[src/rtl/tristate_pad_receiver.sv]
// Receive side of the tri-state pad: synchronizes and deglitches the pad sense
// line, blanks the local driver's echo, and flags contention while driving.
module tristate_pad_receiver #(
    parameter int unsigned SYNC_STAGES   = 2,
    parameter int unsigned FILTER_CYCLES = 4,
    parameter int unsigned TURNAROUND    = 2,
    parameter bit          IDLE_LEVEL    = 1'b0
) (
    input  logic CLK,
    input  logic RST,
    input  logic PAD,
    input  logic I,
    input  logic T,
    input  logic GTS,
    input  logic CLR_CONTEND,
    output logic O,
    output logic RISE,
    output logic FALL,
    output logic BUSY,
    output logic CONTEND
);

    localparam int unsigned CNT_W    = $clog2(FILTER_CYCLES) + 1;
    localparam int unsigned TURN_W   = $clog2(TURNAROUND) + 1;
    localparam int unsigned QUAL_MAX = SYNC_STAGES + 1;
    localparam int unsigned QUAL_W   = $clog2(QUAL_MAX + 1);

    localparam logic [CNT_W-1:0]  FILT_LAST = CNT_W'(FILTER_CYCLES - 1);
    localparam logic [TURN_W-1:0] TURN_LOAD = TURN_W'(TURNAROUND - 1);
    localparam logic [QUAL_W-1:0] QUAL_SAT  = QUAL_W'(QUAL_MAX);

    typedef enum logic [1:0] {
        ST_LISTEN = 2'd0,
        ST_DRIVE  = 2'd1,
        ST_TURN   = 2'd2
    } state_e;

    state_e                 state_q, state_d;
    logic [SYNC_STAGES-1:0] sync_q, sync_d;
    logic [SYNC_STAGES-1:0] i_dly_q, i_dly_d;
    logic [CNT_W-1:0]       filt_cnt_q, filt_cnt_d;
    logic [TURN_W-1:0]      turn_cnt_q, turn_cnt_d;
    logic [QUAL_W-1:0]      qual_q, qual_d;
    logic                   o_q, o_d;
    logic                   rise_q, rise_d;
    logic                   fall_q, fall_d;
    logic                   contend_q, contend_d;
    logic                   tx_en;
    logic                   sync;
    logic                   i_dly;

    assign tx_en = ~(T | GTS);
    assign sync  = sync_q[SYNC_STAGES-1];
    assign i_dly = i_dly_q[SYNC_STAGES-1];

    always_comb begin
        state_d    = state_q;
        sync_d     = {sync_q[SYNC_STAGES-2:0], PAD};
        i_dly_d    = {i_dly_q[SYNC_STAGES-2:0], I};
        filt_cnt_d = '0;
        turn_cnt_d = turn_cnt_q;
        qual_d     = '0;
        o_d        = o_q;
        rise_d     = 1'b0;
        fall_d     = 1'b0;
        contend_d  = contend_q;

        case (state_q)
            ST_LISTEN: begin
                if (tx_en) begin
                    state_d = ST_DRIVE;
                end else if (sync != o_q) begin
                    if (filt_cnt_q == FILT_LAST) begin
                        o_d    = sync;
                        rise_d = sync;
                        fall_d = ~sync;
                    end else begin
                        filt_cnt_d = filt_cnt_q + 1'b1;
                    end
                end
            end
            ST_DRIVE: begin
                if (!tx_en) begin
                    state_d    = ST_TURN;
                    turn_cnt_d = TURN_LOAD;
                end
            end
            ST_TURN: begin
                if (tx_en) begin
                    state_d = ST_DRIVE;
                end else if (turn_cnt_q == '0) begin
                    state_d = ST_LISTEN;
                end else begin
                    turn_cnt_d = turn_cnt_q - 1'b1;
                end
            end
            default: state_d = ST_LISTEN;
        endcase

        // Qualify window covers the sync/i_dly pipelines filling after drive starts
        if (state_q == ST_DRIVE) begin
            qual_d = (qual_q == QUAL_SAT) ? qual_q : qual_q + 1'b1;
        end

        if (state_q == ST_DRIVE && qual_q == QUAL_SAT && sync != i_dly) begin
            contend_d = 1'b1;
        end else if (CLR_CONTEND) begin
            contend_d = 1'b0;
        end
    end

    always_ff @(posedge CLK) begin
        if (RST) begin
            state_q    <= ST_LISTEN;
            sync_q     <= {SYNC_STAGES{IDLE_LEVEL}};
            i_dly_q    <= {SYNC_STAGES{IDLE_LEVEL}};
            filt_cnt_q <= '0;
            turn_cnt_q <= '0;
            qual_q     <= '0;
            o_q        <= IDLE_LEVEL;
            rise_q     <= 1'b0;
            fall_q     <= 1'b0;
            contend_q  <= 1'b0;
        end else begin
            state_q    <= state_d;
            sync_q     <= sync_d;
            i_dly_q    <= i_dly_d;
            filt_cnt_q <= filt_cnt_d;
            turn_cnt_q <= turn_cnt_d;
            qual_q     <= qual_d;
            o_q        <= o_d;
            rise_q     <= rise_d;
            fall_q     <= fall_d;
            contend_q  <= contend_d;
        end
    end

    assign O       = o_q;
    assign RISE    = rise_q;
    assign FALL    = fall_q;
    assign BUSY    = (state_q != ST_LISTEN);
    assign CONTEND = contend_q;

endmodule

[config.mk]
export PLATFORM = sky130hd
export DESIGN_NAME = tristate_pad_receiver
export DESIGN_NICKNAME = d
export VERILOG_FILES = /design/src/rtl/tristate_pad_receiver.sv
export SDC_FILE = /design/constraint.sdc
export NUM_CORES = 1
export LEC_CHECK = 0
export ABC_AREA = 1
export BUFFER_PORTS_ARGS = -buffer_cell sky130_fd_sc_hd__buf_2
export CAP_MARGIN = 10
export CORE_ASPECT_RATIO = 1.4
export CORE_MARGIN = 5
export CORE_UTILIZATION = 35
export DETAILED_ROUTE_END_ITERATION = 8
export MAX_ROUTING_LAYER = met4
export PLACE_DENSITY = 0.62
export REMOVE_ABC_BUFFERS = 1
export SETUP_SLACK_MARGIN = 0.05
export SYNTH_ARGS = -nofsm -noshare
export SYNTH_HDL_FRONTEND = slang
export SYNTH_SLANG_ARGS = --single-unit
export TNS_END_PERCENT = 20
[constraint.sdc]
create_clock -name CLK -period 1.2 [get_ports CLK]
set_clock_uncertainty 0.05 [all_clocks]
set_input_delay 0.18 -clock CLK [delete_from_list [all_inputs] [get_ports CLK]]
set_output_delay 0.18 -clock CLK [all_outputs]
set_load 0.005 [all_outputs]
==> results of run 1 <==
[per-stage QoR]
| stage | cell area, sq um | worst slack (ns) | util |
|---|---|---|---|
| after floorplan | 692 | 0.0949 | - |
| after global placement | 773 | 0.0541 | 0.402 |
| after detailed placement | 773 | 0.0272 | 0.402 |
| after CTS | 805 | 0.0224 | 0.418 |
| after global routing | 927 | 0.0160 | 0.481 |
| final | 927 | 0.0819 | 0.481 |
[final timing paths]
path | cells after the start | slack [ns] | startpoint | end
worst max-delay path | 3 | 0.08 | state_q[0] | BUSY
worst min-delay path | 3 | 0.04 | PAD | sync_q[0]
worst max register to register | 6 | 0.09 | turn_cnt_q[0] | turn_cnt_q[1]
worst min register to register | 2 | 0.35 | sync_q[0] | sync_q[1]
[logic make-up after synthesis]
logic type | Yosys count
XOR/XNOR | 1
AO/OA/AOI/OAI | 7
buffers and inverters | 21
adder cells (fa/ha/maj) | 4
AND/OR/NAND/NOR | 40
flip-flops | 17
[cell type report]
class / instances / area, sq um
fillers: 195 / 998
flip-flops and latches: 17 / 352
well taps: 21 / 26.3
inverters: 20 / 77.6
repair buffers: 16 / 92.6
clock buffers: 4 / 26.3
multi-input cells: 52 / 353
[state kept, by name, indices dropped and copies added, names as in the netlist]
register    flops
CONTEND         1
FALL            1
O               1
RISE            1
filt_cnt_q      3
i_dly_q         2
qual_q          2
state_q         2
sync_q          2
turn_cnt_q      2
[worst register-to-register path, stage by stage, from the launching register on]
cell and delay (ns):
dfxtp_2 0.34, inv_2 0.05, ha_4 0.22, nand3b_1 0.17
nand3_2 0.07, nand2_2 0.05, nor2_2 0.10
[timing repair]
action | 4_1_cts | 5_1_grt
buffers inserted | 0 | 5
gates resized for setup | 3 | 27
pin swaps | 2 | 11
cloned | 0 | 0
endpoints found under the setup margin | 7 | 10
[layer usage]
layer,vias to the layer above,global-route usage,share of wire
met1,259,0.0947,0.43
met3,2,0.0346,0.062
met2,11,0.136,0.49
li1,310,-,-
met5,-,-,0
met4,0,0.0505,0.011
[placed cells by master (no fill, tap or decap), drive strengths merged]
| cell | netlist | final |
|---|---|---|
| a21oi | 4 | 4 |
| nor2 | 15 | 15 |
| clkbuf | 0 | 4 |
| dfxtp | 17 | 17 |
| a211oi | 2 | 2 |
| o21ai | 1 | 1 |
| xor2 | 1 | 1 |
| nor3 | 3 | 3 |
| buf | 1 | 16 |
| nand3 | 2 | 2 |
| nand2 | 18 | 18 |
| inv | 20 | 20 |
| nand3b | 1 | 1 |
| ha | 4 | 4 |
| nand4 | 1 | 1 |
[report_power, final]
group / leakage (nW) / switching, mW / internal [mW]
Sequential: 0.142 / 0.0101 / 0.577
Combinational: 0.275 / 0.0514 / 0.0419
Clock: 0.0150 / 0.171 / 0.129
Total: 0.432 / 0.233 / 0.748
[synthesized netlist by cell type (all sizes together)]
master   n
ha       4
nand4    1
inv     20
dfxtp   17
nand3    2
nor3     3
a21oi    4
xor2     1
a211oi   2
nand3b   1
nor2    15
nand2   18
o21ai    1
buf      1
==> impl_metrics.toml, run 1 <==
[outcome]
status = "complete, no violations"

[layout]
fin_cells = 130
antennaDiodeCount = 0
drive_above_1_share = 0.440
syn_to_final_growth_pct = 33.0
finish.net_count = 121

[grt]
grt_max_degree = 14
antenna_found_initial = 0
grt_first_pass_wirelength_um = 1880
overflow = 0
grt_pass1_vias = 488
groute.usage.overall = 0.0897

[logic_synthesis]
ys_seq_area_frac = 0.488
avgSynthCellArea_sq_um = 7.74
synth_largest_area_cell = "dfxtp_1"
syn-cell-area_sq_um = 697
synth-compound-area-share = 0.0575
synthTopCellsByArea = "dfxtp_1, inv_1, nand2_1"
ys_warn_count = 0
synth.distinct_cells = 18
synth-seq-cells = 17
synth_cells = 90
synth.area.mux_share = 0
synthSimpleGateAreaFrac = 0.255
synth_fa_ha_area_frac = 0.0718
synth_top_family_by_area = "simple AND/OR/NAND/NOR gates"
synth-xor-area-share = 0.0126
yosys.area.top_type_share = 0.488

[timing]
fin_tns_setup_ns = 0
rsz0062_at_grt = "true"
hold_violations = 0
slew_headroom = 0.825
fin_crit_sh = 0.932
min_period_ns = 1.12
tightest_slew_ns = 0.263
fmax_mhz = 894
final_max_slew_viol_count = 0
setup_viol = 0
holdWs_ns = 0.0388

[placed_design]
place.gp.congestion = 0.716
port_buffers = 11
hpwl_um = 882
post-place-cells = 121

[floorplan]
ios = 12
core_area_sq_um = 1930
die_w_um = 47.7
num_rows = 19
die_y_um = 62.8
dieArea_sq_um = 3000
start_util = 0.362

[cts]
cts_tree = "done"
clk_latency_ns = 0.28
clk_pin_slew_worst_paths_ns = 0.10
htreeDepth = 1
clock_sink_count = 17
hold_buffers = 0
clk_path_buf_depth = 2
cts_buffers = 3
clock-root-buffer = "clkbuf_4"

[worst_setup_path]
critPathArrivalTime_ns = 0.89
crit_family = "flip-flops"
crit_path_top_delay_cell = "dfxtp_2"
worstPathBufferInverterCount = 2
crit_path_end_kind = "primary output"
cp_cell_sequence = "inv_2, nand2_4, buf_2"
max_stage_delay_ns = 0.35
crit_path_start_kind = "register"
crit_path_max_fanout = 3
worstSetupPathType = "register to primary output"
required_ns = 0.97

[drt]
wl_per_cell_um = 9.88
dr.pass1.iters = 2
antenna_left = 0
avgViaCountPerCell = 4.48
drc_errors = 0
drt-total-wl_um = 1290
vias = 582
drt-initial-drc-count = 3

[power]
cellLeakagePower_nw = 0.432
ir_drop_uv = 570
fin_total_pwr_mw = 0.981
p_per_area_nw_per_um2 = 1060

[worst_hold_path]
hp-class = "primary input to register"

[flow_run]
cap_violations = 0
(Power assumes the default switching activity.)
==> run 2: changes to the inputs <==
- PLACE_DENSITY: 0.62 -> 0.63
- clock period: 1.2 -> 1.3 ns (I/O delays scaled with it)
==> run 2 against run 1 <==
Against the previous run:
- clock-buffer cell count unchanged
- routed wire length fell by 7.6%
- sequential power is 8.0% lower
- global-route usage grew 1.1 points
- total power down 8.2%
- sequential share of layout area rose by 4.3 points
- flip-flop and latch count is the same
- non-clock buffer count down 5
- critical path type unchanged
- largest cell class is now sequential cells
==> impl_metrics.toml, run 2 (synthesis gave the netlist of run 1 again) <==
[floorplan]
ios = 12
num_rows = 19
die_y_um = 62.8
dieArea_sq_um = 3000
die_w_um = 47.7
start_util = 0.362
core_area_sq_um = 1930

[cts]
clock_sink_count = 17
clk_pin_slew_worst_paths_ns = 0.10
cts_tree = "done"
clk_path_buf_depth = 2
hold_buffers = 0
cts_buffers = 3
clock-root-buffer = "clkbuf_4"
cts_setup_buffers = 0
htreeDepth = 1
clk_latency_ns = 0.30

[layout]
num-fill-cells = 199
regArea_sq_um = 344
top_register = "filt_cnt_q"
syn_to_final_growth_pct = 17.1
final_cell_mix = "inv_1, nand2_1, dfxtp_1"
multi_input_area_sq_um = 289
mostFrequentLayoutCell = "inv_1"
finish.net_count = 116
largest_reg_flops = 3
antennaDiodeCount = 0
drive_above_1_share = 0.250

[drt]
vias = 548
drt-initial-drc-count = 17
drt-total-wl_um = 1190
drc_errors = 0
avgViaCountPerCell = 4.38
antenna_left = 0
dr.pass1.iters = 4
wl_per_cell_um = 9.50

[flow_run]
cap_violations = 0

[worst_setup_path]
max_stage_delay_ns = 0.36
worstSetupPathType = "register to primary output"
crit_path_max_fanout = 3
path_depth = 3
worstPathBufferInverterCount = 2
crit_family = "flip-flops"
cp_cell_sequence = "inv_2, nand2_1, buf_2"
required_ns = 1.05
critPathArrivalTime_ns = 0.96
crit_path_start_kind = "register"
rr_worst_depth = 5
crit_path_end_kind = "primary output"
crit_path_top_delay_cell = "dfxtp_2"

[worst_hold_path]
hold-path-cell-count = 3
hp-class = "primary input to register"

[placed_design]
hpwl_um = 825
port_buffers = 11
place.gp.congestion = 0.787
dp_worst_setup_slack_ns = 0.126

[grt]
groute.usage.overall = 0.101
overflow = 0
antenna_found_initial = 0
grt_max_degree = 14
grt_pass1_vias = 517
grt_first_pass_wirelength_um = 2020

[timing]
rsz0062_at_grt = "true"
fin_crit_sh = 0.930
fmax_mhz = 827
tightest_slew_ns = 0.282
hold_violations = 0
fin_tns_setup_ns = 0
setup_viol = 0
min_period_ns = 1.21
final_max_slew_viol_count = 0
slew_headroom = 0.811
setup_slack_ns = 0.0909

[outcome]
status = "complete, no violations"

[power]
ir_drop_uv = 646
cellLeakagePower_nw = 0.401
p_per_area_nw_per_um2 = 1100
run 2: cell types whose count changed in the layout (fill, tap and decap cells not counted), sizes merged:
| cell | previous run | this run |
|---|---|---|
| buf | 16 | 11 |
run 2: what timing repair did:
item                                    in CTS  in global routing
pin swaps                                    0                  2
endpoints found under the setup margin       1                  8
gates resized for setup                      2                  5
run 2: worst paths after layout:
path / from / end / slack (ns)
worst max-delay path: state_q[0] / BUSY / 0.09
worst min-delay path: I / i_dly_q[0] / 0.03
worst max register to register: filt_cnt_q[0] / filt_cnt_q[1] / 0.12
worst min register to register: filt_cnt_q[0] / filt_cnt_q[0] / 0.35
run 2: worst min-delay path, stage by stage:
cell	delay (ns)
buf_2	0.09
inv_1	0.04
nor2_1	0.03
run 2: final cells by class:
class / count / share of cell area
Clock buffer: 4 / 0.0322
Sequential cell: 17 / 0.422
Tap cell: 21 / 0.0322
Multi-Input combinational cell: 52 / 0.354
Inverter: 20 / 0.0920
Timing Repair Buffer: 11 / 0.0675
run 2: metal layers:
metal | track usage | vias to the layer above | wire, um
met3 | 0.0173 | 5 | 71
li1 | - | 300 | -
met2 | 0.141 | 19 | 529
met4 | 0.111 | 0 | 71
met1 | 0.103 | 224 | 514
met5 | - | - | 0
run 2: report_power, final:
| group | internal [mW] | switching, mW |
|---|---|---|
| sequential | 0.534 | 0.00758 |
| combinational | 0.0248 | 0.0378 |
| clock | 0.120 | 0.176 |
run 2: metrics by stage:
step / util / cell area [sq um] / hold WS (ns) / instances / total power, mW
after global placement: 0.402 / 773 / 0.340 / 121 / 0.612
final: 0.424 / 816 / 0.0321 / 125 / 0.900
after CTS: 0.417 / 802 / 0.0311 / 125 / 0.902
after global routing: 0.424 / 816 / 0.0123 / 125 / 0.949
after detailed placement: 0.402 / 773 / 0.344 / 121 / 0.613
after floorplan: - / 692 / 0.214 / 89 / 0.589
